$ cat src/rtl/dp_debug_ctrl_pkg.sv
// dp_debug_ctrl_pkg: shared mode codes and controller state encodings
// Contents:
//   mode_e  - board/bench mode selector values (HALT, RUN, STEP, RUN_BP)
//   state_e - run-control FSM states
package dp_debug_ctrl_pkg;

    typedef enum logic [1:0] {
        MODE_HALT   = 2'b00,
        MODE_RUN    = 2'b01,
        MODE_STEP   = 2'b10,
        MODE_RUN_BP = 2'b11
    } mode_e;

    typedef enum logic [2:0] {
        ST_RESET,
        ST_HALT,
        ST_RUN,
        ST_STEP,
        ST_BREAK
    } state_e;

endpackage

$ cat src/rtl/dp_debug_ctrl_trace_buffer.sv
// dp_debug_ctrl_trace_buffer: circular {PC, instruction} trace with registered read port
// Ports:
//   clk_i      - clock, rising edge
//   reset_ni   - synchronous active-low reset
//   we_i       - record {pc_i, instr_i} this cycle
//   pc_i       - PC to record
//   instr_i    - instruction to record
//   rd_idx_i   - read index, 0 = newest entry
//   count_o    - valid entries, saturates at DEPTH
//   rd_pc_o    - registered read, PC field (zero when index not valid)
//   rd_instr_o - registered read, instruction field (zero when index not valid)
module dp_debug_ctrl_trace_buffer #(
    parameter int XLEN  = 32,
    parameter int DEPTH = 16
) (
    input  logic                       clk_i,
    input  logic                       reset_ni,
    input  logic                       we_i,
    input  logic [XLEN-1:0]            pc_i,
    input  logic [31:0]                instr_i,
    input  logic [$clog2(DEPTH)-1:0]   rd_idx_i,
    output logic [$clog2(DEPTH):0]     count_o,
    output logic [XLEN-1:0]            rd_pc_o,
    output logic [31:0]                rd_instr_o
);
    localparam int IDX_W = $clog2(DEPTH);

    logic [XLEN+31:0]  mem [DEPTH];
    logic [IDX_W-1:0]  wr_q;
    logic [IDX_W:0]    cnt_q;
    logic [XLEN+31:0]  rd_q;
    logic [IDX_W-1:0]  rd_addr;
    logic              rd_valid;

    // Index arithmetic wraps modulo DEPTH; wr_q here is the pre-write pointer,
    // so a read in the same cycle as a write sees the previous newest entry.
    assign rd_addr  = wr_q - 1'b1 - rd_idx_i;
    assign rd_valid = {1'b0, rd_idx_i} < cnt_q;

    always_ff @(posedge clk_i) begin
        if (we_i) mem[wr_q] <= {pc_i, instr_i};
    end

    always_ff @(posedge clk_i) begin
        if (!reset_ni) begin
            wr_q  <= '0;
            cnt_q <= '0;
            rd_q  <= '0;
        end else begin
            if (we_i) begin
                wr_q  <= wr_q + 1'b1;
                cnt_q <= (cnt_q == (IDX_W+1)'(DEPTH)) ? cnt_q : cnt_q + 1'b1;
            end
            rd_q <= rd_valid ? mem[rd_addr] : '0;
        end
    end

    assign count_o    = cnt_q;
    assign rd_pc_o    = rd_q[XLEN+31:32];
    assign rd_instr_o = rd_q[31:0];

endmodule

$ cat src/rtl/dp_debug_ctrl.sv
// dp_debug_ctrl: run/step/breakpoint controller with trace capture for FullDatapath
// Ports:
//   clk_i          - clock, rising edge
//   reset_ni       - synchronous active-low reset (0 = reset)
//   mode_i         - 00 HALT, 01 RUN, 10 STEP, 11 RUN_BP
//   step_req_i     - level; rising edge requests one step
//   bp_addr_i      - breakpoint PC, used in RUN_BP only
//   pc_i           - current PC from datapath
//   instr_i        - current instruction from datapath
//   trace_rd_idx_i - trace read index, 0 = newest
//   core_reset_o   - active-high reset to datapath
//   core_ce_o      - datapath commits this cycle
//   halted_o       - in HALT or BREAK
//   bp_hit_o       - in BREAK
//   cycle_cnt_o    - count of committed cycles, wraps
//   trace_count_o  - valid trace entries, saturating
//   trace_pc_o     - registered trace read, PC field
//   trace_instr_o  - registered trace read, instruction field
module dp_debug_ctrl
    import dp_debug_ctrl_pkg::*;
#(
    parameter int XLEN        = 32,
    parameter int TRACE_DEPTH = 16,
    parameter int RST_HOLD    = 4,
    parameter int CYC_W       = 32
) (
    input  logic                           clk_i,
    input  logic                           reset_ni,
    input  logic [1:0]                     mode_i,
    input  logic                           step_req_i,
    input  logic [XLEN-1:0]                bp_addr_i,
    input  logic [XLEN-1:0]                pc_i,
    input  logic [31:0]                    instr_i,
    input  logic [$clog2(TRACE_DEPTH)-1:0] trace_rd_idx_i,
    output logic                           core_reset_o,
    output logic                           core_ce_o,
    output logic                           halted_o,
    output logic                           bp_hit_o,
    output logic [CYC_W-1:0]               cycle_cnt_o,
    output logic [$clog2(TRACE_DEPTH):0]   trace_count_o,
    output logic [XLEN-1:0]                trace_pc_o,
    output logic [31:0]                    trace_instr_o
);
    localparam int HOLD_W = $clog2(RST_HOLD + 1);

    state_e            state_q, state_d;
    mode_e             mode;
    logic [HOLD_W-1:0] hold_q;
    logic              step_q;
    logic [CYC_W-1:0]  cyc_q;
    logic              step_edge;
    logic              bp_match;

    assign mode      = mode_e'(mode_i);
    assign step_edge = step_req_i & ~step_q;
    assign bp_match  = (mode == MODE_RUN_BP) && (pc_i == bp_addr_i);

    always_ff @(posedge clk_i) begin
        if (!reset_ni) begin
            state_q <= ST_RESET;
            hold_q  <= '0;
            step_q  <= 1'b0;
            cyc_q   <= '0;
        end else begin
            state_q <= state_d;
            hold_q  <= (state_q == ST_RESET) ? hold_q + 1'b1 : '0;
            step_q  <= step_req_i;
            if (core_ce_o) cyc_q <= cyc_q + 1'b1;
        end
    end

    // In BREAK a mode change to RUN/HALT outranks a step edge; a step edge with
    // mode STEP or RUN_BP executes the breakpointed instruction without re-checking it.
    always_comb begin
        state_d = state_q;
        case (state_q)
            ST_RESET: state_d = (hold_q == HOLD_W'(RST_HOLD - 1)) ? ST_HALT : ST_RESET;
            ST_HALT:  state_d = (mode == MODE_RUN || mode == MODE_RUN_BP) ? ST_RUN :
                                (mode == MODE_STEP && step_edge) ? ST_STEP : ST_HALT;
            ST_RUN:   state_d = bp_match ? ST_BREAK :
                                (mode == MODE_HALT || mode == MODE_STEP) ? ST_HALT : ST_RUN;
            ST_STEP:  state_d = ST_HALT;
            ST_BREAK: state_d = (mode == MODE_RUN) ? ST_RUN :
                                (mode == MODE_HALT) ? ST_HALT :
                                step_edge ? ST_STEP :
                                (mode == MODE_STEP) ? ST_HALT : ST_BREAK;
            default:  state_d = ST_RESET;
        endcase
    end

    // A low reset_ni forces the core into reset and stops commits in that same
    // cycle, so nothing is recorded on the edge that clears the trace.
    always_comb begin
        core_reset_o = (state_q == ST_RESET) || !reset_ni;
        core_ce_o    = reset_ni && ((state_q == ST_STEP) ||
                       (state_q == ST_RUN && (mode == MODE_RUN || (mode == MODE_RUN_BP && !bp_match))));
        halted_o     = (state_q == ST_HALT) || (state_q == ST_BREAK);
        bp_hit_o     = state_q == ST_BREAK;
    end

    assign cycle_cnt_o = cyc_q;

    dp_debug_ctrl_trace_buffer #(
        .XLEN  (XLEN),
        .DEPTH (TRACE_DEPTH)
    ) u_trace (
        .clk_i      (clk_i),
        .reset_ni   (reset_ni),
        .we_i       (core_ce_o),
        .pc_i       (pc_i),
        .instr_i    (instr_i),
        .rd_idx_i   (trace_rd_idx_i),
        .count_o    (trace_count_o),
        .rd_pc_o    (trace_pc_o),
        .rd_instr_o (trace_instr_o)
    );

endmodule

$ cat config.mk
export PLATFORM = sky130hd
export DESIGN_NAME = dp_debug_ctrl
export DESIGN_NICKNAME = d
export VERILOG_FILES = /design/src/rtl/dp_debug_ctrl_pkg.sv /design/src/rtl/dp_debug_ctrl_trace_buffer.sv /design/src/rtl/dp_debug_ctrl.sv
export SDC_FILE = /design/constraint.sdc
export NUM_CORES = 1
export LEC_CHECK = 0
export CORE_MARGIN = 4
export CORE_UTILIZATION = 54
export CTS_BUF_LIST = sky130_fd_sc_hd__clkbuf_16
export CTS_CLUSTER_DIAMETER = 150
export CTS_CLUSTER_SIZE = 30
export DETAILED_ROUTE_END_ITERATION = 7
export HOLD_SLACK_MARGIN = 0.05
export PLACE_DENSITY = 0.8
export SLEW_MARGIN = 25
export SYNTH_ARGS = -nofsm -noshare
export SYNTH_HDL_FRONTEND = slang
export SYNTH_HIERARCHICAL = 1
export SYNTH_SLANG_ARGS = --single-unit
export TNS_END_PERCENT = 20
$ cat constraint.sdc
create_clock -name clk_i -period 4.3 [get_ports clk_i]
set_clock_uncertainty 0.15 [all_clocks]
set_input_delay 0.645 -clock clk_i [delete_from_list [all_inputs] [get_ports clk_i]]
set_output_delay 0.645 -clock clk_i [all_outputs]
set_load 0.05 [all_outputs]
==> impl_metrics.json <==
{
  "status": "finished clean",
  "drv_slew": 0,
  "drt_pass1_iterations": 5,
  "max_clock_freq_mhz": 248,
  "final_common_cell": "edfxtp_1",
  "use_met2_pct": 39.8,
  "grt_overflow": 0,
  "cts_tree": "done",
  "cts_made_buffers": 43,
  "vias_per_cell": 6.34,
  "grt_usage_pct": 23.4,
  "critPathBufInv": 2,
  "portBuffers": 209,
  "end_kind": "output pin",
  "ys_ff_latch": 1136,
  "layout_min_cycle_time_ns": 4.03,
  "globalRoute.busiestLayer": "met2",
  "synthToLayoutAreaGrowth_pct": 12.7,
  "hold_end": "hold_q[0]$_SDFF_PN0_",
  "synth_nets": 3019,
  "ys_async_sr_fraction_pct": 0,
  "synth-edff-count": 1024,
  "grt_max_degree": 192,
  "cp_top_family": "simple AND/OR/NAND/NOR gates",
  "layout.area.seq_mm2": 0.0330,
  "die_y_um": 298,
  "die_area_mm2": 0.0886,
  "diodes": 0,
  "tightestPinTransition_ns": 1.08,
  "path_clk_slew_ns": 0.12,
  "yosysTopAreaCellShare_pct": 67.9,
  "hold_viol": 0,
  "num-fill-cells": 5699,
  "grt_pass1_wl_um": 161000,
  "use_met3_pct": 3.73,
  "ir_worst_vdd_mv": 0.293,
  "cpMaxStageDelayCell": "nor4_1",
  "crit_path_max_fanout": 13,
  "maxCapViolations": 0,
  "finalWirelength_um": 107000,
  "detail-route-antenna-nets": 0,
  "layout.nets": 3216,
  "synth_cells": 2898,
  "cts-root-buf": "clkbuf_16",
  "yosys_warnings": 6,
  "final_layout_size_suffix_gt1_share_pct": 7.74,
  "hold_ws_ns": 0.287,
  "clk_latency_ns": 0.63,
  "gp_congestion": 0.851,
  "final_cell_area_mm2": 0.0511,
  "hold_depth": 1,
  "path_cells": "clkdlybuf4s50_1, xnor2_2, nand4_1, nor4_1, and4b_1, nor3_4, buf_4",
  "final_cell_mix": "1024 x edfxtp_1, 527 x nand3_1, 523 x mux2i_1",
  "reg2reg_to": "u_trace/mem[3][26]$_DFFE_PP_",
  "cts_buffer_depth": 3,
  "hpwl_um": 65600,
  "finalSetupViolations": 0,
  "cp_data_required_time_ns": 3.50,
  "drc_errors": 0,
  "hold_path_startpoint": "hold_q[0]$_SDFF_PN0_",
  "ios": 210,
  "critPathMaxStageDelay_ns": 0.50,
  "cts.sinks": 1136,
  "relSlewSlack_pct": 28.1,
  "start_util_pct": 54.8,
  "rr_startpoint": "state_q[1]$_SDFF_PN0_",
  "rrSetupSlack_ns": 1.05,
  "yosysUniqueCellTypes": 57,
  "ctsHoldBuffers": 0,
  "path_class": "input port to output pin",
  "hold_path_class": "register to register",
  "post_dp_cell_area_mm2": 0.0498,
  "ys_top_cells_by_area": "edfxtp_1 68%, mux2i_1 12%, nand3_1 5.8%",
  "vias": 26600,
  "yosysTopAreaCell": "edfxtp_1",
  "grt_use_met1_pct": 31.9,
  "worstPathArrival_ns": 3.24,
  "p_leak_nw": 17.6,
  "avgSynthCellArea_um2": 15.6,
  "die_width_um": 298,
  "power.density_mw_per_mm2": 366,
  "synth_flop_cell": "edfxtp_1",
  "core_area_mm2": 0.0826,
  "rsz0062_at_grt": "false",
  "netlist_area_mm2": 0.0453,
  "drt-initial-drc-count": 3185,
  "reg2reg_depth": 6,
  "startpoint_type": "input port",
  "detail_route.wl_per_cell_um": 25.4,
  "synth_seq_area_share_pct": 72.8,
  "multi_input_area_mm2": 0.0114,
  "antenna_found_initial": 0,
  "grt_pass1_vias": 26600,
  "num_rows": 105,
  "htree_levels": 2,
  "period_share_pct": 93.7
}
-- stage by stage --
stage          utilization, %  power (mW)  worst slack [ns]  TNS (ns)  cells
2_1_floorplan               -        13.2             0.152         0   2898
3_3_place_gp             60.2        13.8            -0.306   -251.14   4120
3_5_place_dp             60.2        13.8            -0.415   -270.29   4120
4_1_cts                  61.8        18.7             0.138         0   4198
5_1_grt                  61.8        19.2             0.191         0   4198
6_report                 61.8        18.7             0.270         0   4198
-- kinds of logic (layout without fill, tap and decap cells) --
logic type      Yosys count  in the layout  share of synthesized area, %
xor+xnor                 42             42                         0.812
mux                     523            523                          11.6
flops                  1136           1136                          72.8
fa+ha+maj                16             16                         0.458
simple gates            827            827                          9.88
compound gates          136            136                          2.14
buf+inv                 218            448                          2.33
-- cells in the mapped netlist, drive strengths merged, types with 3 or more instances --
library cell  instances
buf                 123
o211ai                4
nor2b                 4
a21oi                20
o21ai                 9
inv                  16
nor3b                 4
or3                   3
nor2                 11
or4                  14
and2                 24
o311ai                5
dfxtp               112
o22ai                65
nand2                36
and3                  9
ha                   15
nor4                  5
xnor2                36
or2                   3
nor3                  9
nor4b                 4
edfxtp             1024
xor2                  6
nand2b               15
a211oi                5
o211a                 3
mux2i               523
nand4               147
nand3               528
o31ai                12
and4                  7
o41ai                 4
clkbuf               78
-- area by class of cell --
| class | count | area share, % |
|---|---|---|
| clock buffer | 44 | 2.16 |
| timing repair buffer | 353 | 7.83 |
| multi-input combinational | 1544 | 22.3 |
| tap | 1070 | 2.62 |
| sequential | 1136 | 64.6 |
| clock inverter | 34 | 0.336 |
| inverter | 17 | 0.135 |
-- worst max path at each step --
stage                             start                           end  depth (start not counted)
after detailed placement       pc_i[30]  u_trace/mem[1][24]$_DFFE_PP_                          9
after global placement         pc_i[30]  u_trace/mem[5][43]$_DFFE_PP_                         10
final                     bp_addr_i[30]                     core_ce_o                          7
after global routing      bp_addr_i[30]                     core_ce_o                          7
after CTS                      pc_i[30]                     core_ce_o                          7
after floorplan                 pc_i[0]  u_trace/mem[12][0]$_DFFE_PP_                         10
-- worst reg2reg max path, cell delays in order, from the launching register on --
cell     delay [ns]
dfxtp_1        0.52
nor2b_1        0.22
o21ai_0        0.28
nor3_4         0.67
nor3b_1        0.51
and2_4         0.27
buf_12         0.28
-- routing by layer --
layer	part of all wire, %	up-vias
li1	-	11700
met1	39	13300
met2	50	1477
met3	8.7	181
met4	2.5	0
met5	0	-
-- sequential cells by signal, indices dropped and copies added, names as in the netlist --
| name | cells |
|---|---|
| cycle_cnt_o | 32 |
| hold_q | 3 |
| state_q | 3 |
| step_q | 1 |
| u_trace/rd_q | 64 |
| u_trace/mem | 1024 |
| u_trace/wr_q | 4 |
| u_trace/count_o | 5 |
-- power breakdown --
part	total, mW	internal, mW	switching (mW)
Sequential	12.1	12.0	0.0220
Combinational	1.51	0.539	0.970
Clock	5.09	1.96	3.13
-- what timing repair did --
action                     in CTS  in global routing
gates resized for setup         1                  0
setup endpoints to repair       1                  0
buffers inserted                0                  0
Power figures use the tool's default switching activity.
